`config.mk`:
```
export PLATFORM = sky130hd
export DESIGN_NAME = spi_master
export DESIGN_NICKNAME = d
export VERILOG_FILES = /design/src/rtl/spi_master_pkg.sv /design/src/rtl/spi_clkgen.sv /design/src/rtl/spi_master.sv
export SDC_FILE = /design/constraint.sdc
export NUM_CORES = 1
export LEC_CHECK = 0
export ABC_AREA = 1
export CAP_MARGIN = 10
export CORE_MARGIN = 2
export CORE_UTILIZATION = 53
export CTS_CLUSTER_DIAMETER = 100
export CTS_CLUSTER_SIZE = 14
export DETAILED_ROUTE_END_ITERATION = 7
export PLACE_DENSITY = 0.79
export REMOVE_ABC_BUFFERS = 1
export SYNTH_ARGS = -nofsm -noshare
export SYNTH_HDL_FRONTEND = slang
export SYNTH_SLANG_ARGS = --single-unit
```
`constraint.sdc`:
```
create_clock -name clk -period 1.7 [get_ports clk]
set_input_delay 0.255 -clock clk [delete_from_list [all_inputs] [get_ports clk]]
set_output_delay 0.255 -clock clk [all_outputs]
set_load 0.1 [all_outputs]
```
`src/rtl/spi_master_pkg.sv`:
```
// Shared SPI frame definitions: R/W encoding, field widths and FSM state encodings.
// The memory slave's own state defines import these too, so both ends agree on the frame.
package spi_master_pkg;

  localparam logic RW_READ    = 1'b1;
  localparam logic RW_WRITE   = 1'b0;
  localparam int   ADDR_BITS  = 7;
  localparam int   DATA_BITS  = 8;
  localparam int   FRAME_BITS = ADDR_BITS + 1 + DATA_BITS;

  typedef enum logic [2:0] {
    IDLE     = 3'd0,
    CS_SETUP = 3'd1,
    SCLK_LO  = 3'd2,
    SCLK_HI  = 3'd3,
    CS_HOLD  = 3'd4,
    CS_GAP   = 3'd5
  } state_t;

endpackage

```
`src/rtl/spi_clkgen.sv`:
```
// Half-period timer for the SPI master: emits phase_end on the last clk cycle of each
// sclk half-period and owns the sclk register, which toggles when the FSM asks.
module spi_clkgen #(
  parameter int HALF_PERIOD = 16
) (
  input  logic clk,
  input  logic reset,
  input  logic en,
  input  logic toggle,
  output logic phase_end,
  output logic sclk
);

  localparam int CW = (HALF_PERIOD > 1) ? $clog2(HALF_PERIOD) : 1;
  localparam logic [CW-1:0] LAST = CW'(HALF_PERIOD - 1);

  logic [CW-1:0] cnt;

  assign phase_end = en && (cnt == LAST);

  // Disabled means idle: counter parked at 0 so the first phase of a frame is a full one.
  always_ff @(posedge clk) begin
    if (reset || !en) begin
      cnt  <= '0;
      sclk <= 1'b0;
    end else begin
      if (phase_end) cnt <= '0;
      else           cnt <= cnt + 1'b1;
      if (toggle) sclk <= ~sclk;
    end
  end

endmodule

```
`src/rtl/spi_master.sv`:
```
// SPI mode-0 master: sends {addr[6:0], rw, data[7:0]} MSB first and returns read data.
// Define SPI_MASTER_MISO_SYNC_EN to pass miso_pin through a 2-flop synchroniser.
module spi_master
  import spi_master_pkg::*;
#(
  parameter int HALF_PERIOD = 16
) (
  input  logic       clk,
  input  logic       reset,
  input  logic       start,
  input  logic       rw,
  input  logic [6:0] addr,
  input  logic [7:0] wdata,
  output logic       busy,
  output logic       done,
  output logic [7:0] rdata,
  output logic       sclk_pin,
  output logic       cs_pin,
  output logic       mosi_pin,
  input  logic       miso_pin,
  output logic [2:0] state_dbg
);

  state_t                  state;
  logic [FRAME_BITS-1:0]   tx_sr;
  logic [DATA_BITS-1:0]    rx_sr;
  logic [3:0]              bit_cnt;
  logic                    rw_q;
  logic                    hold_half;
  logic                    phase_end;
  logic                    toggle;
  logic                    en;
  logic                    miso_s;

`ifdef SPI_MASTER_MISO_SYNC_EN
  logic [1:0] miso_sync;
  always_ff @(posedge clk) begin
    if (reset) miso_sync <= 2'b00;
    else       miso_sync <= {miso_sync[0], miso_pin};
  end
  assign miso_s = miso_sync[1];
`else
  assign miso_s = miso_pin;
`endif

  assign en        = (state != IDLE);
  assign toggle    = phase_end && (state == CS_SETUP || state == SCLK_LO || state == SCLK_HI);
  assign state_dbg = state;

  spi_clkgen #(.HALF_PERIOD(HALF_PERIOD)) u_clkgen (
    .clk       (clk),
    .reset     (reset),
    .en        (en),
    .toggle    (toggle),
    .phase_end (phase_end),
    .sclk      (sclk_pin)
  );

  always_ff @(posedge clk) begin
    if (reset) begin
      state     <= IDLE;
      cs_pin    <= 1'b1;
      mosi_pin  <= 1'b0;
      busy      <= 1'b0;
      done      <= 1'b0;
      rdata     <= 8'h00;
      tx_sr     <= '0;
      rx_sr     <= '0;
      bit_cnt   <= 4'd0;
      rw_q      <= 1'b0;
      hold_half <= 1'b0;
    end else begin
      done <= 1'b0;
      case (state)
        IDLE: begin
          if (start) begin
            // Read frames send zeros in the data slot.
            tx_sr    <= {addr, rw, (rw == RW_READ) ? 8'h00 : wdata};
            rw_q     <= rw;
            cs_pin   <= 1'b0;
            busy     <= 1'b1;
            mosi_pin <= addr[6];
            bit_cnt  <= 4'd0;
            state    <= CS_SETUP;
          end
        end
        CS_SETUP: if (phase_end) state <= SCLK_HI;
        SCLK_HI: begin
          if (phase_end) begin
            if (rw_q && bit_cnt >= 4'd8) rx_sr <= {rx_sr[6:0], miso_s};
            if (bit_cnt == 4'd15) begin
              hold_half <= 1'b0;
              state     <= CS_HOLD;
            end else begin
              bit_cnt  <= bit_cnt + 4'd1;
              mosi_pin <= tx_sr[FRAME_BITS-2];
              tx_sr    <= {tx_sr[FRAME_BITS-2:0], 1'b0};
              state    <= SCLK_LO;
            end
          end
        end
        SCLK_LO: if (phase_end) state <= SCLK_HI;
        CS_HOLD: begin
          // sclk stays low for a full sclk period after the last rise before CS releases.
          if (phase_end) begin
            if (!hold_half) begin
              hold_half <= 1'b1;
            end else begin
              cs_pin   <= 1'b1;
              done     <= 1'b1;
              mosi_pin <= 1'b0;
              if (rw_q) rdata <= rx_sr;
              state    <= CS_GAP;
            end
          end
        end
        CS_GAP: begin
          if (phase_end) begin
            busy  <= 1'b0;
            state <= IDLE;
          end
        end
        default: state <= IDLE;
      endcase
    end
  end

endmodule

```
[Word-level counts from Yosys, hierarchy flattened]
Index checks and enable logic that the tools add are counted.
Cells by class
  add/subtract/negate cells: 2
  reduce and logical (&&, ||, !) cells: 26
  bitwise operators: 3
  $mul: 0
  shifts and indexed selects: 0
  divide/modulo/power cells: 0
  equal/unequal tests: 15
  mux-type cells: 35
  order comparisons: 1
Operator list (count)
  $mux W15: 3
  $pmux W15 S2: 1
  $mux W3: 7
  $reduce_and A4 Y1: 4
  $pmux W3 S5: 1
  $mux W1: 14
  $mux W4: 3
  $ne A2 B2 Y1 const B: 6
  $reduce_and A6 Y1: 2
  $add A4 B1 Y4 const B: 2
  $eq A4 B4 Y1 const B: 2
  $mux W8: 1
  $pmux W4 S2: 1
  $reduce_bool A2 Y1: 4
  $eq A3 B2 Y1 const B: 2
  $eq A3 B3 Y1 const B: 2
  $pmux W1 S2: 3
  $reduce_and A3 Y1: 2
  $reduce_bool A3 Y1: 2
  $ge A4 B4 Y1 const B: 1
  $ne A2 B1 Y1 const B: 2
  $reduce_or A2 Y1: 2
  $eq A3 B1 Y1 const B: 1
  $logic_and A1 B1 Y1: 3
  other kinds (7): 11
Storage, ports and cells
  bits in read-only memories: 0
  RAM bits: 0
  latch bits: 0
  register bits after elaboration: 49
  word-level logic and storage cells: 95
  output and inout port bits: 16
  memories: 0
  bits of input ports: 20

[Longest topological paths before layout]
  depth in word-level cells: 4
  mapped depth: 10
  depth with buffers taken out: 10

[By module]
Synthesis repeated with hierarchy kept, for this count alone.
Second synthesis, totals
  cells, all modules: 332
  area total of the unflattened synthesis: 2290.9 sq um
By module, submodules not included
  spi_master: seq. area each 880.8 sq um, cells an instance 306, area an instance 2082.0 sq um, instances 1
  spi_clkgen: seq. area each 100.1 sq um, cells an instance 26, area an instance 209.0 sq um, instances 1

[Least setup slack after synthesis]
OpenSTA, ideal clock, no wires.
  kind: register to register
  from: register state[2], in the netlist state_dbg[2]
  to: register tx_sr[5]
  period minus slack after synthesis: 2192 ps
  data arrival time: 2080 ps
  buffers on the path: 2
  path slack: -492 ps
  data required time: 1587 ps
  stages on the path, launching flop included: 10
  setup time: 113 ps
  cells stage by stage: dfxtp_1 buf_2 inv_2 nand3_2 clkbuf_1 o21ai_0 o21ai_0 nand2_1 nand2_1 nor2_1
On the way
  longest elaborated chain between the ends: 4
  elaborated cells on any way between the ends: 10
  classes of those cells: eq/ne: 4; mux: 1; reduce/logical: 5
RTL lines
  start, declared: RTL line spi_master.sv:24  | state_t state;
  start signal, assigned: RTL line spi_master.sv:61  | state <= IDLE;
  start signal, assigned: RTL line spi_master.sv:84  | state <= CS_SETUP;
  start signal, assigned: RTL line spi_master.sv:87  | CS_SETUP: if (phase_end) state <= SCLK_HI;
  $reduce_bool A3 Y1: RTL line spi_master.sv:46  | assign en = (state != IDLE);
  $logic_and A1 B1 Y1: RTL line spi_clkgen.sv:19  | assign phase_end = en && (cnt == LAST);
  $ne A2 B2 Y1 (no line)
  $reduce_and A4 Y1 (no line)
  end signal, assigned: RTL line spi_master.sv:78  | tx_sr <= {addr, rw, (rw == RW_READ) ? 8'h00 : wdata};
  end signal, assigned: RTL line spi_master.sv:97  | tx_sr <= {tx_sr[FRAME_BITS-2:0], 1'b0};
  end, declared: RTL line spi_master.sv:25  | logic [FRAME_BITS-1:0] tx_sr;
Several ways; a longest one is shown, not always the timed one.
A chain may end at the register's enable or synchronous reset.

[Worst setup path after layout]
  from: register state[1], in the netlist state_dbg[1]
  to: register tx_sr[13]
The elaborated chain is that of the path after synthesis.

==> metrics.md <==
| Metric | Value |
|---|---|
| 1st-pass router iterations | `6` |
| Tot Pwr | `between 4 and 5 mW` |
| Die W | `between 60 and 70 um` |
| Critical path class | `reg -> reg` |
| IO Pins | `36` |
| Power per cell area | `1426 mW/mm^2` |
| Critical Path RT | `1.90 ns` |
| GRT overflow | `0` |
| CP peak stage delay | `0.47 ns` |
| Hold_ws | `roughly 0.45 ns` |
| Port bufs | `35` |
| Flops & latches, synth | `49` |
| Starting Density | `55.84%` |
| RSZ-0062 raised after global routing | `no` |
| CP startpoint kind | `flop` |
| Outcome | `complete, but fails checks` |
| DP Wirelength | `3307 um` |
| Die Height | `69.15 um` |
| # diodes | `0` |
| Skew-Pair Late Insertion Delay | `0.31 ns` |
| Synth Area per Inst | `6.880 sq um` |
| CP dominant cell by count | `nand2_2` |
| Commonest non-fill, non-tap cell in the layout | `nor2_1` |
| Clock Sink Count | `49` |
| Area of the core | `0.004029 sq mm` |
| Post-synth EDFFs | `0` |
| Area post-placement | `approximately 0.0029 sq mm` |
| Vias in the first global route | `2035` |
| Die area | `0.004782 sq mm` |
| Critical path's slowest cell | `dfxtp_2` |
| Total track usage | `22.08%` |
| Worst path arrival time | `roughly 1.8 ns` |
| First-pass GRT wire length | `just under 9000 um` |
| Clk root buf | `clkbuf_8` |
| Layout cells sized above 1 | `15.90%` |
| CP endpoint kind | `flop` |
| Post-Synthesis Cell Area | `~0.0022 sq mm` |
| Crit Path Max Fanout | `14` |
| Least-Margin Pin Slew | `about 0.38 ns` |
| Iteration-0 DRC Markers | `131` |
| Cells after Synth | `327` |
| CTS tree | `yes` |
| Area delta synth->final | `34.87%` |
| Post-synthesis sequential area ratio | `approximately 44%` |
| H-tree levels | `2` |
| Ys flop type | `dfxtp_1` |
| Fin. max-slew vios | `0` |
| Yosys warning count | `0` |
| RD Place Congestion | `0.8784` |
| Critical-path cell list | `nand2_2, nor2_8, nand2_2, nand2_1, nand2_4, o21ai_1, nor2_1` |
| Post-Route WL | `just under 5000 um` |
| Slew headroom | `between 70% and 80%` |
| Via Count | `roughly 2100` |
| Crit share post-route | `91.57%` |
| Clock Pin Slew Worst Setup and Hold Paths | `0.09 ns` |
| # DRC | `2` |
| FMAX | `~640 MHz` |
| Worst hold path class | `reg -> reg` |
| Final hold violations | `0` |
| Final Non-Filler Cells | `421` |
| Max clock buf depth | `2` |
| Distinct cells, synth | `28` |
| Min Tclk post-route | `1.557 ns` |
| Most frequent cells in the layout | `74 x nor2_1, 68 x nand2_1, 47 x dfxtp_1, 24 x inv_1, 23 x o21ai_1` |
| Via density | `5.071` |
| Post-Place Cells | `412` |
| Largest net degree at the start of global routing | `28` |
| Post-synth ARST share | `0%` |
| Failing checks | `design-rule violations` |
| Antenna violations before repair | `0` |
| Worst Skew | `0.006879 ns` |
| Setup Viol. Count Final | `0` |
| Wirelength per Cell | `around 12 um` |
| Finished Cell Area | `0.003034 sq mm` |
| Post-layout net count | `393` |
| Max cap viols | `0` |
| Row count | `23` |
| DRT antenna net count | `0` |
| Num CTS Buffers | `5` |
| CTS Hold Bufs | `0` |
| Max IR drop VDD | `0.0009632 V` |
| Leakage | `1.341 nW` |
state kept, by name, indices dropped and copies added, names as in the netlist:
name	count
bit_cnt	4
busy	1
cs_pin	1
done	1
hold_half	1
mosi_pin	1
rdata	8
rw_q	1
rx_sr	8
state_dbg	3
tx_sr	15
u_clkgen.cnt	4
u_clkgen.sclk	1
synth_stat cells (2+ instances only):
| cell | n | area [sq um] |
|---|---|---|
| nor2_1 | 77 | 289.0 |
| nand2_1 | 67 | 251.5 |
| dfxtp_1 | 49 | 980.9 |
| inv_1 | 24 | 90.09 |
| o21ai_1 | 23 | 115.1 |
| o21ai_0 | 21 | 105.1 |
| nor3_1 | 11 | 55.05 |
| nand3_1 | 10 | 50.05 |
| a21oi_1 | 8 | 40.04 |
| clkbuf_1 | 6 | 22.52 |
| nand2_2 | 5 | 31.28 |
| inv_2 | 4 | 15.01 |
| ha_1 | 3 | 37.54 |
| buf_2 | 2 | 10.01 |
| buf_4 | 2 | 15.01 |
| or2_2 | 2 | 12.51 |
| xor2_1 | 2 | 17.52 |
worst max-delay path, delay by kind of cell, from the launching register on:
kind,cells,cell delay [ns]
DFF,1,0.47
and+or+nand+nor,6,0.79
AOI/OAI and AO/OA,1,0.20
metal layers:
| metal | GRT usage (%) | share of wire, % | up-vias |
|---|---|---|---|
| met5 | 0 | 0 | - |
| met4 | 8.279 | 1.8 | 0 |
| met3 | 5.556 | 4.3 | 8 |
| met2 | 37.93 | 49 | 52 |
| met1 | 26.47 | 45 | 958 |
| li1 | - | - | 1117 |
logic make-up after synthesis:
| logic type | synth area share (%) |
|---|---|
| adder cells (fa/ha/maj) | 1.669 |
| XOR/XNOR | 1.168 |
| AO/OA/AOI/OAI | 12.57 |
| buffers and inverters | 7.452 |
| flip-flops | 43.60 |
| AND/OR/NAND/NOR | 33.54 |
repair_timing:
| item | CTS | global route |
|---|---|---|
| setup endpoints to repair | 0 | 38 |
| gates resized for setup | 0 | 8 |
| buffers inserted | 0 | 0 |
metrics by stage:
stage          setup WS, ns  util [%]  TNS (ns)
5_1_grt             0.02933     75.31         0
3_3_place_gp         0.1212     71.68         0
4_1_cts             0.02925     74.66         0
6_report             0.1434     75.31         0
2_1_floorplan       -0.6012         -    -21.69
3_5_place_dp        0.08979     71.68         0
power by group:
part	internal, mW	switching (mW)	leakage [nW]
registers	1.36	0.160	0.401
clock network	0.478	0.392	0.0574
logic	0.714	1.22	0.882
total	2.56	1.77	1.34
path summary, 6_finish.rpt:
kind	from	endpoint	slack, ns	depth (start not counted)
max reg2reg	state_dbg[1]$_SDFFE_PP0P_	tx_sr[13]$_SDFFE_PP0P_	0.14	7
min reg2reg	u_clkgen.cnt[0]$_SDFF_PP0_	u_clkgen.cnt[0]$_SDFF_PP0_	0.45	1
min	u_clkgen.cnt[0]$_SDFF_PP0_	u_clkgen.cnt[0]$_SDFF_PP0_	0.45	1
max	state_dbg[1]$_SDFFE_PP0P_	tx_sr[13]$_SDFFE_PP0P_	0.14	7
cell type report:
class | instances | area [sq um]
flip-flops and latches | 49 | 983.4
repair buffers | 47 | 638.1
fillers | 308 | 994.7
inverters | 28 | 107.6
multi-input cells | 239 | 1122
well taps | 50 | 62.56
clock buffers | 6 | 82.58
clock inverters | 2 | 37.54
Power figures use the tool's default switching activity.
